==> src/rtl/shifter_arbiter.sv <==
// Round-robin arbiter that time-shares one combinational 32-bit shifter among
// four valid/ready requesters, with registered operands and a registered result.

module shifter_32 (
    input  logic [31:0] a,
    input  logic [4:0]  b,
    input  logic [1:0]  c,
    output logic [31:0] z
);
    always_comb begin
        case (c)
            2'b10:   z = a >> b;
            2'b11:   z = 32'($signed(a) >>> b);
            default: z = a << b;
        endcase
    end
endmodule

module shifter_arbiter #(
    parameter int NUM_REQ = 4,
    parameter int DATA_W  = 32,
    parameter int CNT_W   = 16
) (
    input  logic                        clk,
    input  logic                        rst,
    input  logic [NUM_REQ-1:0]          req_valid,
    output logic [NUM_REQ-1:0]          req_ready,
    input  logic [NUM_REQ*DATA_W-1:0]   req_a,
    input  logic [NUM_REQ*5-1:0]        req_b,
    input  logic [NUM_REQ*2-1:0]        req_c,
    output logic                        rsp_valid,
    input  logic                        rsp_ready,
    output logic [1:0]                  rsp_id,
    output logic [DATA_W-1:0]           rsp_z,
    output logic [CNT_W-1:0]            op_count
);
    localparam logic [1:0] IDLE = 2'd0;
    localparam logic [1:0] EXEC = 2'd1;
    localparam logic [1:0] RESP = 2'd2;

    logic [1:0]        state_q, state_d;
    logic [1:0]        ptr_q, ptr_d;
    logic [DATA_W-1:0] op_a_q, op_a_d;
    logic [4:0]        op_b_q, op_b_d;
    logic [1:0]        op_c_q, op_c_d;
    logic [1:0]        op_id_q, op_id_d;
    logic              rsp_valid_q, rsp_valid_d;
    logic [1:0]        rsp_id_q, rsp_id_d;
    logic [DATA_W-1:0] rsp_z_q, rsp_z_d;
    logic [CNT_W-1:0]  op_count_q, op_count_d;

    logic              grant_found;
    logic [1:0]        grant_id;
    logic [1:0]        cand;
    logic [DATA_W-1:0] shift_z;

    shifter_32 u_shifter (
        .a (op_a_q),
        .b (op_b_q),
        .c (op_c_q),
        .z (shift_z)
    );

    // Scan from the far end back towards ptr so the nearest valid requester wins.
    always_comb begin
        grant_found = 1'b0;
        grant_id    = ptr_q;
        cand        = ptr_q;
        for (int k = NUM_REQ - 1; k >= 0; k--) begin
            cand = ptr_q + 2'(k);
            if (req_valid[cand]) begin
                grant_found = 1'b1;
                grant_id    = cand;
            end
        end
    end

    always_comb begin
        req_ready = '0;
        if (state_q == IDLE && grant_found && !rst) begin
            req_ready[grant_id] = 1'b1;
        end
    end

    always_comb begin
        state_d     = state_q;
        ptr_d       = ptr_q;
        op_a_d      = op_a_q;
        op_b_d      = op_b_q;
        op_c_d      = op_c_q;
        op_id_d     = op_id_q;
        rsp_valid_d = rsp_valid_q;
        rsp_id_d    = rsp_id_q;
        rsp_z_d     = rsp_z_q;
        op_count_d  = op_count_q;
        case (state_q)
            IDLE: begin
                if (grant_found) begin
                    op_a_d  = req_a[DATA_W*grant_id +: DATA_W];
                    op_b_d  = req_b[5*grant_id +: 5];
                    op_c_d  = req_c[2*grant_id +: 2];
                    op_id_d = grant_id;
                    state_d = EXEC;
                end
            end
            EXEC: begin
                rsp_z_d     = shift_z;
                rsp_id_d    = op_id_q;
                rsp_valid_d = 1'b1;
                state_d     = RESP;
            end
            RESP: begin
                if (rsp_ready) begin
                    rsp_valid_d = 1'b0;
                    op_count_d  = op_count_q + {{(CNT_W-1){1'b0}}, 1'b1};
                    ptr_d       = rsp_id_q + 2'd1;
                    state_d     = IDLE;
                end
            end
            default: state_d = IDLE;
        endcase
    end

    always_ff @(posedge clk) begin
        if (rst) begin
            state_q     <= IDLE;
            ptr_q       <= 2'd0;
            op_a_q      <= '0;
            op_b_q      <= '0;
            op_c_q      <= '0;
            op_id_q     <= '0;
            rsp_valid_q <= 1'b0;
            rsp_id_q    <= '0;
            rsp_z_q     <= '0;
            op_count_q  <= '0;
        end else begin
            state_q     <= state_d;
            ptr_q       <= ptr_d;
            op_a_q      <= op_a_d;
            op_b_q      <= op_b_d;
            op_c_q      <= op_c_d;
            op_id_q     <= op_id_d;
            rsp_valid_q <= rsp_valid_d;
            rsp_id_q    <= rsp_id_d;
            rsp_z_q     <= rsp_z_d;
            op_count_q  <= op_count_d;
        end
    end

    assign rsp_valid = rsp_valid_q;
    assign rsp_id    = rsp_id_q;
    assign rsp_z     = rsp_z_q;
    assign op_count  = op_count_q;
endmodule

==> config.mk <==
export PLATFORM = sky130hd
export DESIGN_NAME = shifter_arbiter
export DESIGN_NICKNAME = d
export VERILOG_FILES = /design/src/rtl/shifter_arbiter.sv
export SDC_FILE = /design/constraint.sdc
export NUM_CORES = 1
export LEC_CHECK = 0
export ABC_AREA = 1
export CAP_MARGIN = 20
export CORE_UTILIZATION = 40
export CTS_CLUSTER_DIAMETER = 100
export CTS_CLUSTER_SIZE = 28
export DETAILED_ROUTE_END_ITERATION = 6
export PLACE_DENSITY_LB_ADDON = 0.15
export SLEW_MARGIN = 0
export SYNTH_ARGS = -nofsm -noshare
export SYNTH_HDL_FRONTEND = slang
export SYNTH_HIERARCHICAL = 1
export SYNTH_SLANG_ARGS = --single-unit
==> constraint.sdc <==
create_clock -name clk -period 3.2 [get_ports clk]
set_clock_uncertainty 0.05 [all_clocks]
set_input_delay 0.48 -clock clk [delete_from_list [all_inputs] [get_ports clk]]
set_output_delay 0.48 -clock clk [all_outputs]
set_load 0.01 [all_outputs]
==> flow_summary.yaml, run 1 <==
status:
  status: "finished, final reports clean"
final_layout:
  area_growth_pct: 27.7
  postLayoutCoreUtil_pct: 52.7
  layout_commonest_cell: "nand2_1"
  finalNetCount: 1963
  drive_gt1_share_pct: 6.15
  diodes: 0
  layout_common_cells: "nand2_1, nand3_1, clkdlybuf4s50_1"
timing:
  worstMarginPinSlew_ns: 0.731
  post-route-min-period_ns: 3.02
  grt_setup_unrepaired: "no"
  finalCritPeriodShare_pct: 94.3
  final_hold_viol_count: 0
  finalSetupViolations: 0
  fmax_mhz: 331
  worst_slack_ns: 0.183
  relSlewSlack_pct: 51.3
  final_max_slew_viol_count: 0
  tns_ns: 0
  hold_ws_ns: 0.424
logic_synthesis:
  synthSimpleGateAreaFrac_pct: 60.7
  synth_fa_ha_area_share_pct: 0.137
  yosysWarnings: 6
  synth_compound_area_share_pct: 6.70
  yosysTopAreaCellShare_pct: 23.4
  synthTopCellsByArea: "nand3_1, nand2_1, dfxtp_1"
  synth_nets: 1812
  synth_seq_cells: 96
  seq_area_frac_synth_pct: 21.1
  syn_avg_cell_area_sq_um: 5.53
  synth_xor_area_share_pct: 0.288
  syn_area_sq_mm: 0.00912
  synth_cell_types: 40
  synth_cells: 1648
  synth_top_family_by_area: "simple AND/OR/NAND/NOR gates"
  synth_top_area_cell: "nand3_1"
  synthMuxAreaShare_pct: 0
setup_path:
  endpoint_kind: "primary output"
  crit_path_frequent_cell: "nand2_1"
  worst_ep_required_time_ns: 2.67
  arrival_ns: 2.49
  cpMaxStageDelayCell: "clkdlybuf4s50_1"
  critPathMaxStageDelay_ns: 0.56
  crit_chain: "clkdlybuf4s50_1, nand2_1, nand2_1, nand2_1, a21boi_0, a21oi_4, buf_4, nor3_2, clkdlybuf4s50_1"
  path_class: "in2out"
  crit_fanout: 4
  start_kind: "primary input"
floorplanning:
  die_h_um: 153
  dieArea_sq_mm: 0.0234
  core_area_sq_mm: 0.0221
  die_w_um: 153
  placementRows: 54
  io_pins: 218
  start_util_pct: 41.3
place:
  routabilityCongestion: 0.989
  dp_hpwl_mm: 26.1
  io_buffers: 217
  preCtsSetupSlack_ns: 0.115
power:
  p_per_area_mw_per_mm2: 569
  power_mw: 6.63
  ir_drop_v: 0.000310
  leakage_nw: 5.70
detailed_routing:
  vias: 11300
  ant_nets: 0
  drt_wl_total_mm: 34.3
  drc: 0
  drt_first_pass_iters: 7
  wl_per_cell_um: 16.5
  vias_per_cell: 5.42
  initialDrtViolationCount: 1036
cts:
  clk_pin_slew_ns: 0.08
  cts_buffer_depth: 2
  cts_tree: "done"
  clk_latency_ns: 0.36
  htreeDepth: 3
  post_cts_resized: 0
  cts_setup_buffers: 0
  cts_root_buf: "clkbuf_16"
  clkSinkCount: 96
  numCtsBuffers: 9
  postCtsHoldBufs: 0
grt:
  grt_max_degree: 85
  antenna_found_initial: 0
  grt_pass1_wl_mm: 55.5
  grt_usage_pct: 29.5
  gr-total-overflow: 0
  grt_pass1_vias: 10600
job:
  max_cap_violations: 0
hold_path:
  min_path_type: "reg2reg"
## path summary, 6_finish.rpt
path | startpoint | end | slack [ns] | depth (start not counted)
min reg2reg | op_id_q[0]$_SDFFE_PP0P_ | op_id_q[0]$_SDFFE_PP0P_ | 0.42 | 2
max | req_valid[0] | req_ready[0] | 0.18 | 9
min | op_id_q[0]$_SDFFE_PP0P_ | op_id_q[0]$_SDFFE_PP0P_ | 0.42 | 2
max reg2reg | ptr_q[1]$_SDFFE_PP0P_ | op_a_q[16]$_SDFFE_PP0P_ | 0.76 | 15
## worst max-delay path: cells and delay by family
kind | cells | cell delay, ns
compound gates | 2 | 0.39
simple gates | 4 | 0.40
buf+inv | 3 | 1.20
## sequential cells by signal, indices dropped and copies added (netlist names)
signal,cells
op_a_q,32
rsp_z,32
op_count,16
op_b_q,5
op_c_q,2
op_id_q,2
ptr_q,2
rsp_id,2
state_q,2
rsp_valid,1
## per-stage QoR
step,area [sq um],std cells
floorplan,9120,1648
global placement,11300,2068
detailed placement,11300,2068
CTS,11600,2084
global route,11600,2084
finish,11600,2084
## cell families after synthesis
logic type      count (synthesis)
compound gates                112
simple gates                 1222
flops                          96
xor+xnor                        3
fa+ha+maj                       1
buf+inv                       214
## layer usage
| layer | vias up | GRT usage (%) | part of all wire [%] |
|---|---|---|---|
| li1 | 5706 | - | - |
| met1 | 5082 | 40.3 | 46 |
| met2 | 457 | 47.6 | 45 |
| met3 | 57 | 4.31 | 7.0 |
| met4 | 0 | 9.38 | 2.4 |
| met5 | - | 0 | 0 |
## area by class of cell
type                       count  area (sq um)
timing repair buffer         252          2480
tap                          280           350
clock inverter                 6          55.1
inverter                     102           393
fill                        2369         10400
sequential                    96          1930
clock buffer                  10           239
multi-input combinational   1338          6200
## power by group
group	switching, mW	internal (mW)	leakage, nW	total (mW)
Sequential	0.242	1.39	0.790	1.63
Clock	0.520	0.567	0.146	1.09
Combinational	2.52	1.39	4.76	3.91
## cells in the mapped netlist (all sizes together)
library cell  instances
xor2                  3
nand4                13
clkinv                4
nand3               438
a21oi                26
and2                  3
buf                  81
nand2               591
nor3                 10
o21ai                65
nand3b               34
o211ai               13
o211a                 1
a21boi                1
ha                    1
clkbuf               31
inv                  98
a31oi                 4
nor2                133
dfxtp                96
o21a                  2
Power figures use the tool's default switching activity.
==> run 2, diff against run 1 <==
--- a/config.mk
+++ b/config.mk
@@ -7,7 +7,7 @@
 export LEC_CHECK = 0
 export ABC_AREA = 1
 export CAP_MARGIN = 20
-export CORE_UTILIZATION = 40
+export CORE_UTILIZATION = 30
 export CTS_CLUSTER_DIAMETER = 100
 export CTS_CLUSTER_SIZE = 28
 export DETAILED_ROUTE_END_ITERATION = 6
==> run 2 against run 1 <==
  * First-iteration DRC count shrank 4.4%
  * Register-to-register slack got worse by 0.12 ns
  * Final cell count is 5.0% higher
  * Via count is 0.63% lower
  * Global-route usage is 6.6 points lower
  * Count of clock-buffer cells in the layout is 1 lower
  * Sequential power barely moved
==> flow_summary.yaml, run 2 (same netlist as run 1, synthesis figures left out) <==
detailed_routing:
  drt_wl_total_mm: 35.4
  initialDrtViolationCount: 990
  vias_per_cell: 5.13
  ant_nets: 0
  drc: 0
  vias: 11200
  wl_per_cell_um: 16.2
  drt_first_pass_iters: 5
timing:
  post-route-min-period_ns: 3.07
  final_max_slew_viol_count: 0
  worstMarginPinSlew_ns: 0.773
  relSlewSlack_pct: 48.5
  finalCritPeriodShare_pct: 95.9
  finalSetupViolations: 0
  fmax_mhz: 326
  hold_ws_ns: 0.420
  final_hold_viol_count: 0
floorplanning:
  start_util_pct: 30.6
  placementRows: 63
  die_h_um: 176
  io_pins: 218
  die_w_um: 176
  core_area_sq_mm: 0.0298
  dieArea_sq_mm: 0.0311
place:
  dp_hpwl_mm: 26.5
  io_buffers: 217
  place_area_sq_mm: 0.0114
  routabilityCongestion: 0.947
final_layout:
  layout_commonest_cell: "nand2_1"
  fillCellCount: 3333
  drive_gt1_share_pct: 5.78
  layout_common_cells: "nand2_1, nand3_1, clkdlybuf4s50_1"
  diodes: 0
  area_growth_pct: 28.9
  finalNetCount: 1957
  fin_area_sq_mm: 0.0118
setup_path:
  worst_ep_required_time_ns: 2.67
  reg2reg_slack_ns: 0.64
  start_kind: "primary input"
  path_class: "in2out"
  cp_top_family: "buffers and inverters"
  startpoint: "req_valid[2]"
  arrival_ns: 2.54
  crit_chain: "clkdlybuf4s50_1, inv_1, o21ai_1, nand2_1, a21boi_0, a21oi_4, clkinv_1, nor3_1, clkdlybuf4s50_1"
  critPathMaxStageDelay_ns: 0.58
  r2r_end: "op_a_q[11]$_SDFFE_PP0P_"
  crit_fanout: 5
  crit_path_frequent_cell: "clkdlybuf4s50_1"
  endpoint_kind: "primary output"
  cpMaxStageDelayCell: "clkdlybuf4s50_1"
  r2r_start: "ptr_q[0]$_SDFFE_PP0P_"
  cp_num_buf_inv: 4
  rr_worst_depth: 15
power:
  p_per_area_mw_per_mm2: 565
  leakage_nw: 5.64
  ir_drop_v: 0.000309
  power_mw: 6.64
hold_path:
  hold-path-endpoint: "rsp_valid$_SDFFE_PP0P_"
  min_path_type: "reg2reg"
  hold_path_depth: 2
  min_from: "rsp_valid$_SDFFE_PP0P_"
grt:
  grt_pass1_vias: 10700
  grt_usage_pct: 22.9
  gr-total-overflow: 0
  grt_pass1_wl_mm: 56.5
  grt_max_degree: 75
  antenna_found_initial: 0
cts:
  cts_buffer_depth: 2
  clk_latency_ns: 0.36
  clkSinkCount: 96
  htreeDepth: 3
  clk_pin_slew_ns: 0.07
  postCtsHoldBufs: 0
  numCtsBuffers: 9
  cts_root_buf: "clkbuf_16"
  cts_tree: "done"
status:
  status: "finished, final reports clean"
job:
  max_cap_violations: 0
[run 2: metrics by stage]
step / std cells / setup slack, ns / util, % / setup TNS (ns)
global route: 2188 / -0.0167 / 39.4 / -0.0167
global placement: 2171 / 0.122 / 38.4 / 0
detailed placement: 2171 / 0.142 / 38.4 / 0
finish: 2188 / 0.132 / 39.4 / 0
CTS: 2187 / 0.0453 / 39.4 / 0
floorplan: 1648 / 0.901 / - / 0
[run 2: worst max path at each step]
stage / to / slack (ns) / cells after the start
final: req_ready[2] / 0.13 / 9
after global routing: req_ready[2] / -0.02 / 9
after CTS: req_ready[1] / 0.05 / 11
after detailed placement: req_ready[1] / 0.14 / 14
after global placement: req_ready[2] / 0.12 / 9
after floorplan: req_ready[2] / 0.90 / 8
[run 2: final cells by class]
type,instances,area [sq um],area share (%)
repair buffers,246,2460,20.9
well taps,390,488,4.15
flip-flops and latches,96,1930,16.4
clock inverters,7,62.6,0.532
clock buffers,9,225,1.92
multi-input cells,1338,6200,52.8
inverters,102,393,3.34
[run 2: layer usage]
layer / wire [um] / track usage [%]
met2: 16000 / 37.0
met4: 1140 / 8.23
met5: 0 / 0
met3: 2190 / 3.77
met1: 16100 / 30.4
[run 2: power by group]
| group | leakage (nW) | internal, mW | total, mW | switching (mW) |
|---|---|---|---|---|
| Sequential | 0.790 | 1.39 | 1.63 | 0.241 |
| Clock | 0.136 | 0.542 | 1.08 | 0.534 |
| Combinational | 4.72 | 1.39 | 3.93 | 2.55 |
| Total | 5.64 | 3.31 | 6.64 | 3.32 |
[run 2: what timing repair did]
| action | 4_1_cts | 5_1_grt |
|---|---|---|
| gates resized for setup | 0 | 3 |
| setup buffers | 0 | 1 |
| setup endpoints to repair | 0 | 4 |
[run 2: tightest hold or removal path: cells and delay by family, from the launching register on]
kind | cells | cell delay (ns)
flops | 1 | 0.32
compound gates | 1 | 0.05
simple gates | 1 | 0.06
